[config.mk]
export PLATFORM = sky130hd
export DESIGN_NAME = tohost_mailbox_flat
export DESIGN_NICKNAME = d
export VERILOG_FILES = /design/src/rtl/tohost_mailbox_if.sv /design/src/rtl/tohost_mailbox.sv /design/src/flat_wrapper.sv
export SDC_FILE = /design/constraint.sdc
export NUM_CORES = 1
export LEC_CHECK = 0
export ABC_AREA = 1
export CAP_MARGIN = 20
export CORE_MARGIN = 2
export CORE_UTILIZATION = 50
export CTS_CLUSTER_DIAMETER = 60
export DETAILED_ROUTE_END_ITERATION = 16
export GPL_TIMING_DRIVEN = 0
export PLACE_DENSITY_LB_ADDON = 0.05
export SLEW_MARGIN = 20
export SYNTH_ARGS = -nofsm -noshare
export SYNTH_HDL_FRONTEND = slang
export SYNTH_SLANG_ARGS = --single-unit
[constraint.sdc]
create_clock -name clock -period 5.7 [get_ports clock]
set_clock_uncertainty 0.2 [all_clocks]
set_input_delay 1.14 -clock clock [delete_from_list [all_inputs] [get_ports clock]]
set_output_delay 1.14 -clock clock [all_outputs]
set_load 0.01 [all_outputs]
[src/rtl/tohost_mailbox_if.sv]
// CPU-side request/response bus of the tohost/fromhost mailbox.
// master = CPU (or bench) side, slave = mailbox side.
interface tohost_mailbox_if #(
   parameter int ADDR_W = 4
) ();
   logic              req_valid;
   logic              req_ready;
   logic              req_write;
   logic [ADDR_W-1:0] req_addr;
   logic [63:0]       req_wdata;
   logic [7:0]        req_wstrb;
   logic              resp_valid;
   logic              resp_ready;
   logic [63:0]       resp_rdata;
   logic              resp_err;

   modport master (
      output req_valid, req_write, req_addr, req_wdata, req_wstrb, resp_ready,
      input  req_ready, resp_valid, resp_rdata, resp_err
   );

   modport slave (
      input  req_valid, req_write, req_addr, req_wdata, req_wstrb, resp_ready,
      output req_ready, resp_valid, resp_rdata, resp_err
   );
endinterface

[src/rtl/tohost_mailbox.sv]
// tohost/fromhost mailbox: latches CPU tohost stores, exposes exit/syscall state to the host,
// takes fromhost replies and flags a host that never answers. Trace output: define TOHOST_TRACE_EN.
//
// state  | meaning
// -------+------------------------------------------------
// S_IDLE | no tohost request outstanding
// S_PEND | syscall pointer in tohost, waiting for host_we
// S_DONE | exit written (tohost bit0 set), terminal until reset
module tohost_mailbox #(
   parameter int          ADDR_W         = 4,
   parameter int unsigned TIMEOUT_CYCLES = 50000
) (
   input  logic                clock,
   input  logic                reset,
   tohost_mailbox_if.slave     bus,
   output logic [63:0]         tohost,
   output logic                tohost_valid,
   output logic [62:0]         exit_code,
   output logic                done,
   input  logic                host_we,
   input  logic [63:0]         host_wdata,
   output logic                timeout,
   output logic                timeout_sticky
);

   typedef enum logic [1:0] {S_IDLE, S_PEND, S_DONE} state_t;

   localparam logic [63:0]       TO_LAST    = (TIMEOUT_CYCLES == 0) ? 64'd0 : 64'(TIMEOUT_CYCLES) - 64'd1;
   localparam logic [63:0]       CNT_SAT    = (TIMEOUT_CYCLES == 0) ? '1 : 64'(TIMEOUT_CYCLES);
   localparam logic [ADDR_W-1:0] A_TOHOST   = '0;
   localparam logic [ADDR_W-1:0] A_FROMHOST = ADDR_W'(8);

   state_t      state_q, state_d;
   logic [63:0] tohost_q, tohost_d;
   logic [63:0] fromhost_q, fromhost_d;
   logic [63:0] cnt_q, cnt_d;
   logic        sticky_q, sticky_d;
   logic        resp_valid_q, resp_valid_d;
   logic [63:0] resp_rdata_q, resp_rdata_d;
   logic        resp_err_q, resp_err_d;

   logic        is_tohost, is_fromhost, accept;
   logic [63:0] wmask, cur_val, merged;

   assign is_tohost   = (bus.req_addr == A_TOHOST);
   assign is_fromhost = (bus.req_addr == A_FROMHOST);

   // A second tohost store waits until the host has serviced the pending syscall.
   assign bus.req_ready = (!resp_valid_q || bus.resp_ready) &&
                          !(bus.req_write && is_tohost && state_q == S_PEND);
   assign accept        = bus.req_valid && bus.req_ready;

   always_comb begin
      for (int i = 0; i < 8; i++) begin
         wmask[8*i +: 8] = {8{bus.req_wstrb[i]}};
      end
   end

   assign cur_val = is_tohost ? tohost_q : fromhost_q;
   assign merged  = (cur_val & ~wmask) | (bus.req_wdata & wmask);

   assign timeout = (TIMEOUT_CYCLES != 0) && (state_q == S_PEND) && (cnt_q == TO_LAST);

   always_comb begin
      state_d      = state_q;
      tohost_d     = tohost_q;
      fromhost_d   = fromhost_q;
      resp_valid_d = resp_valid_q;
      resp_rdata_d = resp_rdata_q;
      resp_err_d   = resp_err_q;
      sticky_d     = sticky_q | timeout;

      if (bus.resp_ready) begin
         resp_valid_d = 1'b0;
         resp_rdata_d = '0;
         resp_err_d   = 1'b0;
      end

      if (accept) begin
         resp_valid_d = 1'b1;
         resp_err_d   = !(is_tohost || is_fromhost);
         resp_rdata_d = (!bus.req_write && (is_tohost || is_fromhost)) ? cur_val : '0;
         if (bus.req_write && is_tohost && state_q == S_IDLE) begin
            tohost_d = merged;
            if (merged[0])          state_d = S_DONE;
            else if (merged != '0) state_d = S_PEND;
         end
         if (bus.req_write && is_fromhost) fromhost_d = merged;
      end

      // Host reply overrides a same-cycle CPU fromhost store.
      if (host_we) begin
         fromhost_d = host_wdata;
         if (state_q == S_PEND) begin
            tohost_d = '0;
            state_d  = S_IDLE;
         end
      end

      if (state_q == S_PEND && state_d == S_PEND) cnt_d = (cnt_q == CNT_SAT) ? cnt_q : cnt_q + 64'd1;
      else                                        cnt_d = '0;
   end

   always_ff @(posedge clock) begin
      if (!reset) begin
         state_q      <= S_IDLE;
         tohost_q     <= '0;
         fromhost_q   <= '0;
         cnt_q        <= '0;
         sticky_q     <= 1'b0;
         resp_valid_q <= 1'b0;
         resp_rdata_q <= '0;
         resp_err_q   <= 1'b0;
      end else begin
         state_q      <= state_d;
         tohost_q     <= tohost_d;
         fromhost_q   <= fromhost_d;
         cnt_q        <= cnt_d;
         sticky_q     <= sticky_d;
         resp_valid_q <= resp_valid_d;
         resp_rdata_q <= resp_rdata_d;
         resp_err_q   <= resp_err_d;
      end
   end

   assign bus.resp_valid = resp_valid_q;
   assign bus.resp_rdata = resp_rdata_q;
   assign bus.resp_err   = resp_err_q;
   assign tohost         = tohost_q;
   assign tohost_valid   = (state_q != S_IDLE);
   assign done           = (state_q == S_DONE);
   assign exit_code      = tohost_q[63:1];
   assign timeout_sticky = sticky_q;

`ifdef TOHOST_TRACE_EN
   logic [63:0] trace_cyc_q;

   always_ff @(posedge clock) begin
      if (!reset) begin
         trace_cyc_q <= '0;
      end else begin
         trace_cyc_q <= trace_cyc_q + 64'd1;
         if (accept && bus.req_write && is_tohost)
            $display("[%0d] tohost store value=%h state=%s", trace_cyc_q, merged, state_d.name());
         if (host_we)
            $display("[%0d] fromhost=%h", trace_cyc_q, host_wdata);
         if (state_d == S_DONE && state_q != S_DONE)
            $display("EXIT code=%0d", tohost_d[63:1]);
      end
   end
`endif

endmodule

[src/flat_wrapper.sv]
// flat-port wrapper written by rule: the top's interface ports become plain ports
module tohost_mailbox_flat 
#(
   parameter int          ADDR_W         = 4,
   parameter int unsigned TIMEOUT_CYCLES = 50000
)
  (clock, reset, tohost, tohost_valid, exit_code, done, host_we, host_wdata, timeout, timeout_sticky, bus_req_valid, bus_req_write, bus_req_addr, bus_req_wdata, bus_req_wstrb, bus_resp_ready, bus_req_ready, bus_resp_valid, bus_resp_rdata, bus_resp_err);
  tohost_mailbox_if #(.ADDR_W(ADDR_W)) bus_i ();
  input  logic clock;
  input  logic reset;
  output logic [63:0] tohost;
  output logic tohost_valid;
  output logic [62:0] exit_code;
  output logic done;
  input  logic host_we;
  input  logic [63:0] host_wdata;
  output logic timeout;
  output logic timeout_sticky;
  input wire logic [$bits(bus_i.req_valid)-1:0] bus_req_valid;
  input wire logic [$bits(bus_i.req_write)-1:0] bus_req_write;
  input wire logic [$bits(bus_i.req_addr)-1:0] bus_req_addr;
  input wire logic [$bits(bus_i.req_wdata)-1:0] bus_req_wdata;
  input wire logic [$bits(bus_i.req_wstrb)-1:0] bus_req_wstrb;
  input wire logic [$bits(bus_i.resp_ready)-1:0] bus_resp_ready;
  output wire logic [$bits(bus_i.req_ready)-1:0] bus_req_ready;
  output wire logic [$bits(bus_i.resp_valid)-1:0] bus_resp_valid;
  output wire logic [$bits(bus_i.resp_rdata)-1:0] bus_resp_rdata;
  output wire logic [$bits(bus_i.resp_err)-1:0] bus_resp_err;
  assign bus_i.req_valid = bus_req_valid;
  assign bus_i.req_write = bus_req_write;
  assign bus_i.req_addr = bus_req_addr;
  assign bus_i.req_wdata = bus_req_wdata;
  assign bus_i.req_wstrb = bus_req_wstrb;
  assign bus_i.resp_ready = bus_resp_ready;
  assign bus_req_ready = bus_i.req_ready;
  assign bus_resp_valid = bus_i.resp_valid;
  assign bus_resp_rdata = bus_i.resp_rdata;
  assign bus_resp_err = bus_i.resp_err;
  tohost_mailbox #(.ADDR_W(ADDR_W), .TIMEOUT_CYCLES(TIMEOUT_CYCLES)) u_core (.clock(clock), .reset(reset), .bus(bus_i), .tohost(tohost), .tohost_valid(tohost_valid), .exit_code(exit_code), .done(done), .host_we(host_we), .host_wdata(host_wdata), .timeout(timeout), .timeout_sticky(timeout_sticky));
endmodule
==> impl_metrics.env <==
export IMPL_reg2regPathDepth=13
export IMPL_cts_tree="built"
export IMPL_fin_tns_setup_ns=0
export IMPL_yosys_area_share_simple_pct=31.9
export IMPL_fillerInstances=2407
export IMPL_synth_cells=2005
export IMPL_regArea_um2=5230
export IMPL_synth_cell_type_count=34
export IMPL_synth_common_cells="nand2_1, dfxtp_1, inv_1, nor2_1, nand3_1"
export IMPL_die_x_um=168
export IMPL_drt_pass1_iter_count=6
export IMPL_drt_wl_total_um=51200
export IMPL_powerDensity_nw_per_um2=242
export IMPL_outcome="complete, no violations"
export IMPL_ys_seq_elements=261
export IMPL_clk_latency_ns=0.56
export IMPL_synth_top_area_share_pct=38.7
export IMPL_startpoint_type="input port"
export IMPL_post_cts_resized=0
export IMPL_synth_mux_area_share_pct=0
export IMPL_place_hpwl_um=38300
export IMPL_synthXorXnorAreaFrac_pct=4.03
export IMPL_drive_above_1_share_pct=6.89
export IMPL_setup_violations=0
export IMPL_regToRegSetupSlack_ns=2.86
export IMPL_max_slew_worst_pin_slew_ns=0.904
export IMPL_syn2layout_area_growth_pct=35.8
export IMPL_worstReg2RegEnd="u_core.cnt_q[62]"
export IMPL_min_path_type="flop to flop"
export IMPL_synth_largest_area_cell="dfxtp_1"
export IMPL_syn_area_um2=13500
export IMPL_track_usage_pct=34.7
export IMPL_leakage_nw=7.14
export IMPL_fin_crit_ns=4.42
export IMPL_multi_input_area_um2=6440
export IMPL_ys_flop_type="dfxtp_1"
export IMPL_nets=2520
export IMPL_yosys_warnings=0
export IMPL_postSynthAreaPerCell_um2=6.73
export IMPL_antenna_left=0
export IMPL_synth_area_leaders="dfxtp_1, nand2_1, nand3_1"
export IMPL_die_h_um=168
export IMPL_synth_edf_count=0
export IMPL_vias=15100
export IMPL_cp_arrival_ns=3.08
export IMPL_hp_start="u_core.bus.resp_rdata[19]"
export IMPL_min_to="u_core.bus.resp_rdata[19]"
export IMPL_grt_pass1_vias=14300
export IMPL_final_hold_viol_count=0
export IMPL_core_um2=26700
export IMPL_slew_viol_final=0
export IMPL_slew_headroom_pct=39.7
export IMPL_cts_setup_buffers=0
export IMPL_grt_antenna_before_repair=4
export IMPL_placementRows=60
export IMPL_cts_max_level=1
export IMPL_routed_via_density=5.52
export IMPL_crit_path_end_kind="output pin"
export IMPL_die_area_um2=28300
export IMPL_required_ns=4.36
export IMPL_portBuffers=335
export IMPL_synth_top_family_by_area="simple AND/OR/NAND/NOR gates"
export IMPL_finalCritPeriodShare_pct=77.6
export IMPL_detail_route_wl_per_cell_um=18.7
export IMPL_drc=0
export IMPL_synth_most_common_cell="nand2_1"
export IMPL_clock_sinks=261
export IMPL_rsz0062_at_grt="no"
export IMPL_synthAdderAreaFrac_pct=0.186
export IMPL_total_power_mw=4.43
export IMPL_drtIter0Drc=1554
export IMPL_cts_buffers=30
export IMPL_synth_fp_nets=2153
export IMPL_worstPathMaxFanout=10
export IMPL_start_util_pct=50.5
export IMPL_synthArstFlopShare_pct=0
export IMPL_grt_pass1_wl_um=77600
export IMPL_grt_ovfl_total=0
export IMPL_root_buffer="clkbuf_16"
export IMPL_crit_type="input port to output pin"
export IMPL_ys_seq_area_share_pct=38.7
export IMPL_synth_compound_area_share_pct=11.6
export IMPL_clk_path_buf_depth=3
export IMPL_r2r_start="u_core.cnt_q[0]"
export IMPL_cts_hold_buf=0
export IMPL_boundaryPins=344
export IMPL_whs_path_depth=2
export IMPL_fmax_mhz=226
export IMPL_clkSlewWorstSetupHoldPaths_ns=0.06
export IMPL_grt_start_max_net_pins=15
export IMPL_drv_cap=0
export IMPL_gp_congestion=0.966
export IMPL_ir_drop_mv=0.197
## state kept, by name (all words and copies together), names as in the netlist
register,count
u_core.timeout_sticky,1
u_core.bus.resp_valid,1
u_core.fromhost_q,64
u_core.state_q,2
u_core.cnt_q,64
u_core.bus.resp_err,1
u_core.tohost,64
u_core.bus.resp_rdata,64
## cell usage in the layout, fill, tap and decap left out, types with 7 or more instances in the layout
master           instances
inv_1                  224
xnor2_1                 14
o21ai_0                 66
nor3_1                  32
clkbuf_8                 7
dfxtp_1                261
a211oi_1                62
nor4_1                  16
clkdlybuf4s50_1        335
buf_1                    9
xor2_1                  48
clkbuf_16               31
nand3_1                210
buf_2                   32
clkbuf_1                68
nor2_1                 223
nand4_1                 26
a31oi_1                 64
clkinv_2                 7
a21oi_1                 69
buf_4                   65
nand2_1                495
## how the worst max path moves through the flow
stage / to / startpoint / slack [ns]
2_1_floorplan: u_core.cnt_q[53] / bus_req_addr[1] / 2.61
3_3_place_gp: u_core.cnt_q[61] / bus_req_addr[2] / 1.01
3_5_place_dp: u_core.cnt_q[59] / bus_req_addr[2] / 0.98
4_1_cts: bus_req_ready / bus_req_addr[2] / 1.29
5_1_grt: u_core.cnt_q[56] / bus_req_addr[2] / 1.23
6_report: bus_req_ready / bus_req_addr[2] / 1.28
## cell type report
cell class                 instances  share of cell area, %
tap                              341                   2.33
antenna                            4                 0.0547
multi-input combinational       1345                   35.2
timing repair buffer             335                   18.3
buffer                           173                   5.30
sequential                       261                   28.5
clock inverter                    12                  0.765
inverter                         226                   4.63
clock buffer                      44                   4.89
## routing by layer
layer / global-route usage (%) / vias to the layer above / routed length, um
met3: 5.55 / 167 / 4830
met2: 58.9 / 893 / 24200
met1: 42.6 / 6883 / 19400
met4: 18.1 / 2 / 2740
li1: - / 7176 / -
met5: 0 / - / 11
## per-stage QoR
stage / utilization, % / hold WS [ns] / instance area, um2 / setup WS (ns) / instances
3_5_place_dp: 64.6 / 0.256 / 17300 / 0.982 / 2681
4_1_cts: 68.5 / 0.265 / 18300 / 1.29 / 2737
3_3_place_gp: 64.6 / 0.252 / 17300 / 1.01 / 2681
5_1_grt: 68.5 / 0.285 / 18300 / 1.23 / 2740
2_1_floorplan: - / 0.271 / 13500 / 2.61 / 2005
6_report: 68.5 / 0.267 / 18300 / 1.28 / 2741
## worst max-delay path, stage by stage
cell and delay, ns:
clkdlybuf4s50_1 0.52, nor2_4 0.34, nand2_1 0.12, buf_4 0.21
inv_2 0.08, a32oi_2 0.10, clkdlybuf4s50_1 0.55
## cells by family after synthesis
| group | Yosys count |
|---|---|
| and+or+nand+nor | 1017 |
| buffers and inverters | 399 |
| AOI/OAI and AO/OA | 264 |
| DFF | 261 |
| xor gates and xnor gates | 62 |
| adders and majority gates | 2 |
## power breakdown
group	leakage, nW	switching, mW	internal (mW)	total [mW]
clock	0.510	0.801	1.22	2.02
combinational	4.51	0.316	0.206	0.522
sequential	2.12	0.0244	1.87	1.89
total	7.14	1.14	3.29	4.43
(Power assumes the default switching activity.)
